File: src/rtl/tqvp_nkanderson_wdt_escalator.sv
// rtl/tqvp_nkanderson_wdt_escalator.sv - watchdog timeout escalator: warn, grace window, reset pulse
// Sits behind the watchdog and turns an unserviced timeout into a PMOD reset pulse.
`timescale 1ns/1ps

module tqvp_nkanderson_wdt_escalator #(
  parameter logic [15:0] GRACE_DEFAULT = 16'd1000,
  parameter logic [7:0]  PULSE_DEFAULT = 8'd16
) (
  input  logic        clk,
  input  logic        rst_n,
  input  logic        wdt_timeout,
  input  logic [7:0]  ui_in,
  output logic [7:0]  uo_out,
  input  logic [5:0]  address,
  input  logic [31:0] data_in,
  input  logic [1:0]  data_write_n,
  input  logic [1:0]  data_read_n,
  output logic [31:0] data_out,
  output logic        data_ready,
  output logic        user_interrupt
);

  typedef enum logic [1:0] {
    S_IDLE  = 2'd0,
    S_WARN  = 2'd1,
    S_PULSE = 2'd2,
    S_HOLD  = 2'd3
  } state_t;

  localparam logic [5:0] ADDR_GRACE  = 6'd0;
  localparam logic [5:0] ADDR_PULSE  = 6'd1;
  localparam logic [5:0] ADDR_CTRL   = 6'd2;
  localparam logic [5:0] ADDR_STATUS = 6'd3;

  state_t      state;
  state_t      state_next;
  logic        armed;
  logic [7:0]  reset_count;
  logic [15:0] grace_reg;
  logic [7:0]  pulse_reg;
  logic [15:0] grace_cnt;
  logic [15:0] grace_cnt_next;
  logic [7:0]  pulse_cnt;
  logic [7:0]  pulse_cnt_next;
  logic        count_inc;
  logic        wr_en;
  logic        wr_byte;
  logic        wr_grace;
  logic        wr_pulse;
  logic        wr_ctrl;
  logic [7:0]  pulse_len;
  logic        sys_reset_n;
  logic        warn;
  logic        unused_ok;

  assign wr_en     = (data_write_n != 2'b11);
  assign wr_byte   = (data_write_n == 2'b00);
  assign wr_grace  = wr_en && (address == ADDR_GRACE);
  assign wr_pulse  = wr_en && (address == ADDR_PULSE);
  assign wr_ctrl   = wr_en && (address == ADDR_CTRL);
  assign pulse_len = (pulse_reg == 8'd0) ? 8'd1 : pulse_reg;

  always_ff @(posedge clk or negedge rst_n) begin
    if (!rst_n) begin
      state <= S_IDLE;
    end else begin
      state <= state_next;
    end
  end

  // Counters are snapshotted on entry, so register writes only matter at the next load.
  always_comb begin
    state_next     = state;
    grace_cnt_next = grace_cnt;
    pulse_cnt_next = pulse_cnt;
    count_inc      = 1'b0;
    case (state)
      S_IDLE: begin
        if (armed && wdt_timeout) begin
          state_next     = S_WARN;
          grace_cnt_next = grace_reg;
        end
      end
      S_WARN: begin
        if (!wdt_timeout || !armed) begin
          state_next = S_IDLE;
        end else if (grace_cnt == 16'd0) begin
          state_next     = S_PULSE;
          pulse_cnt_next = pulse_len;
          count_inc      = 1'b1;
        end else begin
          grace_cnt_next = grace_cnt - 16'd1;
        end
      end
      S_PULSE: begin
        pulse_cnt_next = pulse_cnt - 8'd1;
        if (pulse_cnt <= 8'd1) begin
          state_next = S_HOLD;
        end
      end
      S_HOLD: begin
        if (!wdt_timeout) begin
          state_next = S_IDLE;
        end
      end
      default: state_next = S_IDLE;
    endcase
  end

  always_ff @(posedge clk or negedge rst_n) begin
    if (!rst_n) begin
      grace_cnt   <= 16'd0;
      pulse_cnt   <= 8'd0;
      armed       <= 1'b0;
      reset_count <= 8'd0;
      grace_reg   <= GRACE_DEFAULT;
      pulse_reg   <= PULSE_DEFAULT;
    end else begin
      grace_cnt <= grace_cnt_next;
      pulse_cnt <= pulse_cnt_next;
      if (wr_grace) begin
        grace_reg <= wr_byte ? {8'd0, data_in[7:0]} : data_in[15:0];
      end
      if (wr_pulse) begin
        pulse_reg <= data_in[7:0];
      end
      if (wr_ctrl) begin
        armed <= data_in[0];
      end
      // A software clear beats a same-cycle escalation.
      if (wr_ctrl && data_in[1]) begin
        reset_count <= 8'd0;
      end else if (count_inc && (reset_count != 8'hFF)) begin
        reset_count <= reset_count + 8'd1;
      end
    end
  end

  assign sys_reset_n    = (state != S_PULSE);
  assign warn           = (state == S_WARN);
  assign user_interrupt = warn;
  assign uo_out         = {5'd0, warn, sys_reset_n, 1'b0};

  assign data_ready = (data_read_n != 2'b11);

  always_comb begin
    data_out = 32'd0;
    if (data_ready) begin
      case (address)
        ADDR_GRACE:  data_out = {16'd0, grace_reg};
        ADDR_PULSE:  data_out = {24'd0, pulse_reg};
        ADDR_CTRL:   data_out = 32'd0;
        ADDR_STATUS: data_out = {16'd0, reset_count, 5'd0, armed, state};
        default:     data_out = 32'hFFFF_FFFF;
      endcase
    end
  end

  assign unused_ok = &{1'b0, ui_in, data_in[31:16]};

endmodule

File: config.mk
export PLATFORM = sky130hd
export DESIGN_NAME = tqvp_nkanderson_wdt_escalator
export DESIGN_NICKNAME = d
export VERILOG_FILES = /design/src/rtl/tqvp_nkanderson_wdt_escalator.sv
export SDC_FILE = /design/constraint.sdc
export NUM_CORES = 1
export LEC_CHECK = 0
export BUFFER_PORTS_ARGS = -buffer_cell sky130_fd_sc_hd__buf_2
export CAP_MARGIN = 20
export CORE_ASPECT_RATIO = 1.25
export CORE_UTILIZATION = 35
export DETAILED_ROUTE_END_ITERATION = 6
export PLACE_DENSITY_LB_ADDON = 0.05
export SYNTH_ARGS = -nofsm -noshare
export SYNTH_HDL_FRONTEND = slang
export SYNTH_SLANG_ARGS = --single-unit
File: constraint.sdc
create_clock -name clk -period 6.3 [get_ports clk]
set_input_delay 0 -clock clk [delete_from_list [all_inputs] [get_ports clk]]
set_output_delay 0 -clock clk [all_outputs]
set_load 0.05 [all_outputs]
Word-level counts from Yosys, hierarchy flattened --
Cells that the tools add are included.
Word-level totals: bits in registers 59, latch bits 0, bits in writable memories 0, ROM bits 0, output and inout bits 42, logic and storage cells 70, memories 0
Operators by class: $add $sub $neg 3, $mul 0, divide/modulo/power cells 0, $lt $le $gt $ge 1, equal/unequal tests 17, shift-type cells 0, mux-type cells 22, bitwise gates (word level) 0, reduce and logical (&&, ||, !) cells 20
Operators by type and width (number):
- $pmux 32 s4 | 1
- $mux 16 | 4
- $mux 8 | 5
- $mux 32 | 1
- $pmux 16 s2 | 1
- $logic_not 16->1 | 1
- $ne 2x2->1 const B | 8
- $pmux 8 s2 | 1
- $sub 16x1->16 const B | 1
- $eq 6x2->1 const B | 2
- $mux 2 | 5
- $add 8x1->8 const B | 1
- $le 8x1->1 const B | 1
- $logic_not 8->1 | 1
- $ne 8x8->1 const B | 1
- $pmux 2 s4 | 1
- $reduce_and 4->1 | 2
- $sub 8x1->8 const B | 1
- $eq 6x1->1 const B | 1
- $logic_and 1x1->1 | 6
- $logic_not 6->1 | 1
- $reduce_bool 2->1 | 3
- $eq 2x2->1 const B | 2
- $logic_not 2->1 | 2
- other kinds (7) | 10

Longest topological paths before layout --
Gate-level depths: netlist of the first run.
depth after elaboration 7, depth in mapped cells 9

Worst setup path after synthesis of the first run --
Ideal clock, no wire load.
kind register to register, start register grace_cnt[0], end register reset_count[7], data arrival time 2199 ps, required time 6158 ps, path slack 3958 ps, cell stages (with the launch flop) 9, cell sequence dfrtp_1 inv_1 ha_1 or4bb_1 or4_4 buf_6 nor4_4 a31o_2 a21oi_1
On the way: cells in the longest elaborated chain, start to end 6
RTL lines:
- start: declaration | line 41 | logic [15:0] grace_cnt;
- start signal: assignment | line 119 | grace_cnt <= grace_cnt_next;
- $logic_not 16->1 | line 87 | end else if (grace_cnt == 16'd0) begin
- $mux 1 | line 87
- $mux 1 | line 85 | if (!wdt_timeout || !armed) begin
- $mux 1 | line 77 | case (state)
- $logic_and 1x1->1 | line 133 | end else if (count_inc && (reset_count != 8'hFF)) begin
- $reduce_bool 2->1 (no source line)
- end signal: assignment | line 134 | reset_count <= reset_count + 8'd1;
- end: declaration | line 38 | logic [7:0] reset_count;
No other way between the ends. A chain may end at the register's enable or synchronous reset.

Worst setup path in the final report of the first run --
start register state[0], end register pulse_cnt[6]
On the way: cells in the longest elaborated chain, start to end 3, elaborated cells between the ends (all ways) 7, those cells by class 4 x eq/ne; 1 x mux; 2 x reduce/logical
RTL lines:
- start: declaration | line 35 | state_t state;
- start signal: assignment | line 67 | state <= state_next;
- $eq 2x1->1 / $eq 2x2->1 (equally long branches) | line 77
- $ne 2x1->1 (no source line) (tied with other cells)
- $reduce_and 3->1 (no source line)
- end signal: assignment | line 120 | pulse_cnt <= pulse_cnt_next;
- end: declaration | line 43 | logic [7:0] pulse_cnt;
Parallel ways exist; a longest one is shown, timed or not.

==> results.md, run 1 <==
- Final setup viols: 0
- Vias in the first global route: between 3000 and 4000
- Die width: just over 90 µm
- Crit path buf inv count: 0
- Final WL: a little under 10000 µm
- Routability cong.: between 0.7 and 0.8
- R2r setup slk: 3480 ps
- Final min period: roughly 2800 ps
- Die ar.: ~0.011 mm²
- Post-synth EDFFs: 0
- Final cell count without fillers: 586
- Post-synth ARST share: 100%
- First-pass GRT wire length: around 16000 µm
- Synth Register Bits: a little under 60
- Sequential share of the synthesized area: 41.6%
- Crit start category: flip-flop
- IO Pins: 95
- Worst VDD drop: 0.136 mV
- Initial antenna violation count: 0
- CP delay by family, top: simple AND/OR/NAND/NOR gates
- Count leader, synth: dfrtp_1
- CTS max path bufs: 2
- Drt pass-1 iters: 4
- Critical path data required time: ~6500 ps
- # clock sinks: 59
- Hold path start: data_in[1]
- Skew-Pair Late Insertion Delay: 330 ps
- Initial Util: a little over a third
- Critical path origin: state[0]
- RSZ-0062 raised after global routing: no
- Antenna-violating nets left: 0
- Power Density: approximately 360 mW/mm²
- Pin count of the biggest net entering global routing: 60
- RR Startpoint: state[0]
- CP max stage delay: between 600 and 700 ps
- Synth Area per Inst: about 9 µm²
- Max-cap violations: 0
- Crit Path Max Fanout: 12
- # fillers: around 1000
- Clock root buffer: clkbuf_16
- Share of layout cells above drive strength 1: ~25%
- CTS Buf Count: 9
- Core area: 0.00976 mm²
- Critical path cell sequence: or4bb_1 -> or4_4 -> nor4_4 -> nor3_1 -> a211oi_1
- Final hold vios: 0
- Synth area leader: dfrtp_1
- Setup TNS: 0 ps
- Worst min path class: in -> reg
- Rel. slew slack: between 20% and 30%
- Count of unique library cells instantiated by Yosys: between 50 and 60
- CP Capture Type: flip-flop
- Initial DRC count: roughly 110
- Synth Warn #: 0
- Final instance area: 0.00429 mm²
- Worst path arrival time: between 3000 and 4000 ps
- Max stage delay cell, worst path: or4bb_1
- Die Span Y: between 100 and 150 µm
- Top cells by count, synth: dfrtp_1, nand2_1, o21ai_0, a21oi_1, nor2_1
- Mapped Cells: 400
- Crit Path Class: reg -> reg
- Via count: 3090
- Worst-Margin Slew: between 1000 and 1500 ps
- Post-synth top area share: between 30 and 40%
- GR Util All Layers: between 10% and 20%
- Highest Clock Rate: around 350 MHz
- IO Port Bufs: 64
- Hold_ws: between 10 and 15 ps
- WL per Instance: 16.5 µm
- Run status: completed
- DRC: 0
- Area Growth Syn to Fin: 20.2%
- Gr ovfl total: 0
- H-tree depth: 3
- Cell leakage power: between 1.5 and 2 nW
- Rows: 40
- Max-slew violation count: 0
- TritonCTS clock tree: built
- Synthesized area: ~0.0036 mm²
- Final core utilization: roughly 44%
- Worst Skew: just under 6 ps
- Post-DP Area: 0.00382 mm²
- Leading register cell type out of synthesis: dfrtp_1
- Vias/cell: ~5.3
- Final layout net count: 513
- Clock transition at path regs: around 50 ps
- HPWL Detailed: about 7000 µm
- Ranking of synthesized cells by area: dfrtp_1, mux2_2, o21ai_0
- Period Utilization, post-route: between 40 and 50%
- Placed cells: about 550
- Number of antenna repair diodes: 0
worst paths after layout:
check / endpoint / cells after the start
min reg2reg: pulse_cnt[6] / 1
min: pulse_reg[1] / 3
max reg2reg: pulse_cnt[6] / 5
min in group asynchronous: grace_cnt[10] / 3
max in group asynchronous: pulse_reg[5] / 3
max: pulse_cnt[6] / 5
kinds of logic (layout without fill, tap and decap cells):
group	count (synthesis)	count (layout)	share of synthesized area [%]
mux	24	24	7.37
fa+ha+maj	4	4	1.40
flops	59	59	41.6
compound gates	119	119	20.4
simple gates	133	133	19.4
xor+xnor	4	4	0.982
other cells	1	6	0.105
buf+inv	56	111	8.77
per-stage QoR:
step | total power, mW | worst slack, ps
after floorplan | 0.933 | 3960
after global placement | 1.06 | 3480
after detailed placement | 1.06 | 3470
after CTS | 1.56 | 3440
after global routing | 1.64 | 3330
final | 1.54 | 3480
power by group:
group | total (mW) | switching, mW | internal, mW
Combinational | 0.473 | 0.312 | 0.161
Sequential | 0.586 | 0.109 | 0.476
Clock | 0.485 | 0.168 | 0.317
worst register-to-register path, stage by stage (launching register included):
cell,delay [ps]
dfrtp_1,580
or4bb_1,640
or4_4,620
nor4_4,540
nor3_1,110
a211oi_1,230
placed cells by master, fill, tap and decap left out, drive strengths merged, types with 4 or more instances in the layout:
cell         count
o21a             5
conb             6
ha               4
a22oi           13
nand3            6
inv             12
dlygate4sd3     17
o21ai           38
buf             67
nor3            20
clkbuf          14
dfrtp           52
dfstp            7
nor4             7
mux2i            6
mux2            18
nand2           41
a31oi            5
a21oi           34
nor2            31
nand2b           4
xnor2            4
what timing repair did:
item,in CTS,in global routing
hold buffers,17,0
gates resized for setup,0,0
buffers inserted,0,0
endpoints found under the hold margin,77,0
final cells by class:
| cell class | count | area (µm²) | share of cell area [%] |
|---|---|---|---|
| sequential | 59 | 1490 | 34.6 |
| inverter | 12 | 45.0 | 1.05 |
| multi-input combinational | 290 | 1790 | 41.7 |
| timing repair buffer | 84 | 513 | 12.0 |
| clock buffer | 14 | 294 | 6.86 |
| tap | 126 | 158 | 3.68 |
| clock inverter | 1 | 5.00 | 0.117 |
metal layers:
metal / GRT usage, % / wire (µm)
met1: 24.5 / 4500
met2: 32.7 / 4600
met3: 3.31 / 347
met4: 8.33 / 238
met5: 0 / 0
Power figures use the tool's default switching activity.
==> run 2: changes to the inputs <==
- clock period: 6.3 -> 2.6 ns (I/O delays scaled with it)
==> results.md, run 2 (same netlist as run 1, synthesis figures left out) <==
- Run status: completed
- Max-slew violation count: 0
- Period Utilization, post-route: between 90% and 100%
- Setup bufs post-CTS: 0
- Final hold vios: 0
- Vias in the first global route: slightly above 3000
- H-tree depth: 3
- CP max stage delay: 590 ps
- Hold buffers post-CTS: 17
- Core area: slightly below 0.01 mm²
- IO Pins: 95
- Reg power frac: roughly 38%
- Most frequent cells in the layout: buf_2, dfrtp_1, nand2_1
- Rows: 40
- Final cell count without fillers: between 500 and 600
- Worst VDD drop: 0.347 mV
- Die width: ~92 µm
- # fillers: a little under 1000
- P_int: about 2.3 mW
- Final setup viols: 0
- Final instance area: around 0.0044 mm²
- Die ar.: about 0.011 mm²
- Highest Clock Rate: 409 MHz
- Number of antenna repair diodes: 0
- Die Span Y: approximately 110 µm
- Final WL: ~10000 µm
- CTS max path bufs: 2
- Crit Path Max Fanout: 12
- Initial Util: 36.5%
- Share of layout cells above drive strength 1: 26.7%
- # clock sinks: 59
- Pin count of the biggest net entering global routing: 28
- Initial antenna violation count: 0
- CP Capture Type: flip-flop
- Critical path data required time: around 2800 ps
- DRC: 0
- CP delay by family, top: simple AND/OR/NAND/NOR gates
- Via count: between 3000 and 4000
- Area Growth Syn to Fin: 22.1%
- Critical path cell sequence: inv_1 -> ha_1 -> or4bb_1 -> or4_4 -> nor4_4 -> buf_12 -> nor3_1 -> a211oi_1
- Worst path depth: 8
- Clock root buffer: clkbuf_16
- Commonest non-fill, non-tap cell in the layout: buf_2
- RSZ-0062 raised after global routing: no
- Critical path origin: grace_cnt[0]
- Post-DP Area: 0.00394 mm²
- Setup TNS: 0 ps
- R2R depth: 8
- Rel. slew slack: 42.8%
- Clock transition at path regs: approximately 50 ps
- Worst Skew: about 4.9 ps
- Cell leakage power: between 1.5 and 2 nW
- IO Port Bufs: 64
- Crit Path Class: reg -> reg
- Clock power frac: between 20% and 30%
- Routability cong.: just over 0.8
- Hold path cells: 3
- CTS Buf Count: 9
- Vias/cell: around 5.4
- Initial DRC count: roughly 180
- Drt pass-1 iters: 6
- Switch share: a little under two fifths
- WL per Instance: between 15 and 20 µm
- Worst min path class: in -> reg
- Power Density: about 850 mW/mm²
- Psw: ~1.4 mW
- Crit path buf inv count: 2
- GR Util All Layers: around 20%
- RR Startpoint: grace_cnt[0]
- Placed cells: roughly 570
- Worst-Margin Slew: between 800 and 900 ps
- Crit start category: flip-flop
- FF-to-FF End: pulse_cnt[6]
- TritonCTS clock tree: built
- HPWL Detailed: approximately 7500 µm
- Comb pwr share: 34.4%
- R2r setup slk: roughly 150 ps
- Max-cap violations: 0
- Worst path arrival time: 2670 ps
- # resized after CTS: 0
- Skew-Pair Late Insertion Delay: around 320 ps
- Crit path capture: pulse_cnt[6]
- First-pass GRT wire length: 16200 µm
- Final min period: 2450 ps
- Final layout net count: 527
- Gr ovfl total: 0
- Max stage delay cell, worst path: or4_4
- Antenna-violating nets left: 0
run 2: changes by cell type in the layout (fill, tap and decap cells not counted):
cell	before	now
buf_4	3	16
clkbuf_8	5	1
clkbuf_1	0	3
buf_12	0	1
clkinv_2	1	0
run 2: through the flow:
step / hold WS (ps) / util, % / power (mW) / worst slack [ps]
6_report: 17.7 / 44.6 / 3.71 / 154
5_1_grt: 35.0 / 44.6 / 3.97 / 13.3
4_1_cts: 0.741 / 44.6 / 3.76 / 146
3_5_place_dp: 73.5 / 40.3 / 2.68 / 144
3_3_place_gp: 73.6 / 40.3 / 2.66 / 190
2_1_floorplan: -296 / - / 2.26 / 258
run 2: power by group through the flow:
stage                     logic, mW  clock network (mW)  registers, mW
after floorplan               0.924                   0           1.34
after global placement         1.24                   0           1.42
after detailed placement       1.26                   0           1.43
after CTS                      1.28                1.06           1.41
after global routing           1.42                1.10           1.45
final                          1.28                1.02           1.41
run 2: area by class of cell:
type / count / area, µm² / area share, %
multi-input combinational: 290 / 1790 / 41.0
timing repair buffer: 98 / 631 / 14.5
sequential: 59 / 1490 / 34.1
clock buffer: 13 / 250 / 5.75
inverter: 12 / 45.0 / 1.03
tap: 126 / 158 / 3.62
run 2: worst min path at each step:
stage                     from                          to  slack [ps]
finish              data_in[1]                pulse_reg[1]          20
global route        data_in[1]                pulse_reg[1]          30
CTS                 data_in[1]                pulse_reg[1]         0.7
detailed placement       rst_n               grace_reg[10]          70
global placement         rst_n               grace_reg[13]          70
floorplan                rst_n  asynchronous set/reset pin        -300
run 2: routing by layer:
| layer | vias up | GRT usage (%) | part of all wire (%) |
|---|---|---|---|
| met2 | 111 | 33.2 | 47 |
| li1 | 1558 | - | - |
| met1 | 1520 | 25.8 | 46 |
| met5 | - | 0 | 0 |
| met4 | 0 | 9.79 | 3.1 |
| met3 | 22 | 4.10 | 4.3 |
run 2: worst register-to-register path: stages (launching register included):
cell      delay, ps
dfrtp_1         390
inv_1           100
ha_1            190
or4bb_1         420
or4_4           590
nor4_4          220
buf_12          170
nor3_1           50
a211oi_1        210
==> run 3: changes to the inputs <==
==> constraint.sdc (replaced) <==
create_clock -name clk -period 2.6 [get_ports clk]
set_input_delay 0.26 -clock clk [delete_from_list [all_inputs] [get_ports clk]]
set_output_delay 0.26 -clock clk [all_outputs]
set_load 0.05 [all_outputs]
==> results.md, run 3 (same netlist as run 1, synthesis figures left out) <==
- TritonCTS clock tree: built
- First-pass GRT wire length: roughly 16000 µm
- Initial Util: between 30 and 40%
- Skew-Pair Late Insertion Delay: between 300 and 400 ps
- Vias/cell: ~5.3
- Most frequent cells in the layout: buf_2, dfrtp_1, nand2_1
- Rel. slew slack: a little under half
- Final layout net count: between 500 and 600
- Run status: completed
- Die Span Y: around 110 µm
- Via count: 3090
- Rows: 40
- Clock transition at path regs: 50 ps
- Die ar.: between 0.01 and 0.015 mm²
- IO Pins: 95
- WL per Instance: 16.5 µm
- Crit Path Class: reg -> reg
- Worst-Margin Slew: slightly below 800 ps
- Initial DRC count: 130
- Number of antenna repair diodes: 0
- Post-DP Area: 0.00394 mm²
- Max-cap violations: 0
- Worst path arrival time: around 2600 ps
- Pwr Total: about 3.7 mW
- Gr ovfl total: 0
- Worst Skew: about 5.3 ps
- GR Util All Layers: around a fifth
- Worst min path class: in -> async
- Vias in the first global route: ~3000
- Power Density: between 800 and 900 mW/mm²
- # fillers: 1016
- HPWL Detailed: between 7000 and 8000 µm
- Commonest non-fill, non-tap cell in the layout: buf_2
- Cell leakage power: 1.85 nW
- Max-slew violation count: 0
- # clock sinks: between 50 and 60
- Hold buffers post-CTS: 0
- RSZ-0062 raised after global routing: no
- Final min period: roughly 2400 ps
- Crit Path Max Fanout: 12
- Period Utilization, post-route: 92.5%
- Setup TNS: 0 ps
- Final WL: around 9600 µm
- Drt pass-1 iters: 5
- Area Growth Syn to Fin: 18.0%
- R2r setup slk: approximately 200 ps
- R2R depth: 8
- CP Capture Type: flip-flop
- Die width: around 92 µm
- Antenna-violating nets left: 0
- DRC: 0
- CTS Buf Count: 9
- Final setup viols: 0
- Routability cong.: between 0.8 and 0.9
- Clock root buffer: clkbuf_16
- FF-to-FF End: pulse_cnt[6]
- Crit start category: flip-flop
- Initial antenna violation count: 0
- IO Port Bufs: 64
- Pin count of the biggest net entering global routing: 60
- RR Startpoint: grace_cnt[0]
- Final instance area: roughly 0.0042 mm²
- Core area: ~0.0098 mm²
- Final hold vios: 0
- Register area: approximately 0.0015 mm²
- H-tree depth: 3
- Critical path data required time: between 2000 and 3000 ps
- Worst VDD drop: 0.348 mV
- Multi-input gate area: 0.00179 mm²
- Highest Clock Rate: slightly above 400 MHz
- Share of layout cells above drive strength 1: between 20% and 30%
- CTS max path bufs: 2
[run 3: worst max-delay path by stage]
stage	from	endpoint	cells past startpoint
after floorplan	data_read_n[0]	data_out[17]	5
after global placement	grace_cnt[0]	pulse_cnt[6]	8
after detailed placement	grace_cnt[0]	pulse_cnt[6]	8
after CTS	grace_cnt[0]	pulse_cnt[6]	8
after global routing	grace_cnt[0]	pulse_cnt[6]	8
final	grace_cnt[0]	pulse_cnt[6]	8
[run 3: critical path, cell delays in order, from the launching register on]
cell,delay [ps]
dfrtp_1,380
inv_1,100
ha_1,200
or4bb_1,430
or4_4,530
nor4_4,220
buf_12,170
nor3_1,50
a211oi_1,220
[run 3: cell type report]
type                            instances  area share [%]
Timing Repair Buffer                   81            10.9
Multi-Input combinational cell        290            42.4
Clock inverter                          2           0.238
Tap cell                              126            3.75
Clock buffer                           14            6.27
Inverter                               12            1.07
Sequential cell                        59            35.3
[run 3: per-layer routing]
metal / part of all wire, % / vias up / global-route usage [%]
met5: 0 / - / 0
met4: 1.9 / 0 / 8.23
li1: - / 1525 / -
met1: 44 / 1451 / 24.1
met3: 5.4 / 13 / 3.97
met2: 49 / 101 / 33.5
[run 3: power by group]
part           switching [mW]  leakage [nW]  internal (mW)
clock                   0.396         0.137          0.693
sequential              0.250         0.743           1.15
combinational           0.778         0.966          0.462
[run 3: stage by stage]
step / hold WS (ps) / instances / utilization, % / worst slack, ps
floorplan: -35.6 / 405 / - / 55.0
global placement: 478 / 568 / 40.3 / 161
detailed placement: 477 / 568 / 40.3 / 129
CTS: 128 / 584 / 43.1 / 99.1
global route: 152 / 584 / 43.1 / 23.8
finish: 85.4 / 584 / 43.1 / 195
[run 3: what timing repair did]
action,in CTS,in global routing
endpoints found under the setup margin,0,1
resized for setup,0,0
buffers inserted,0,0
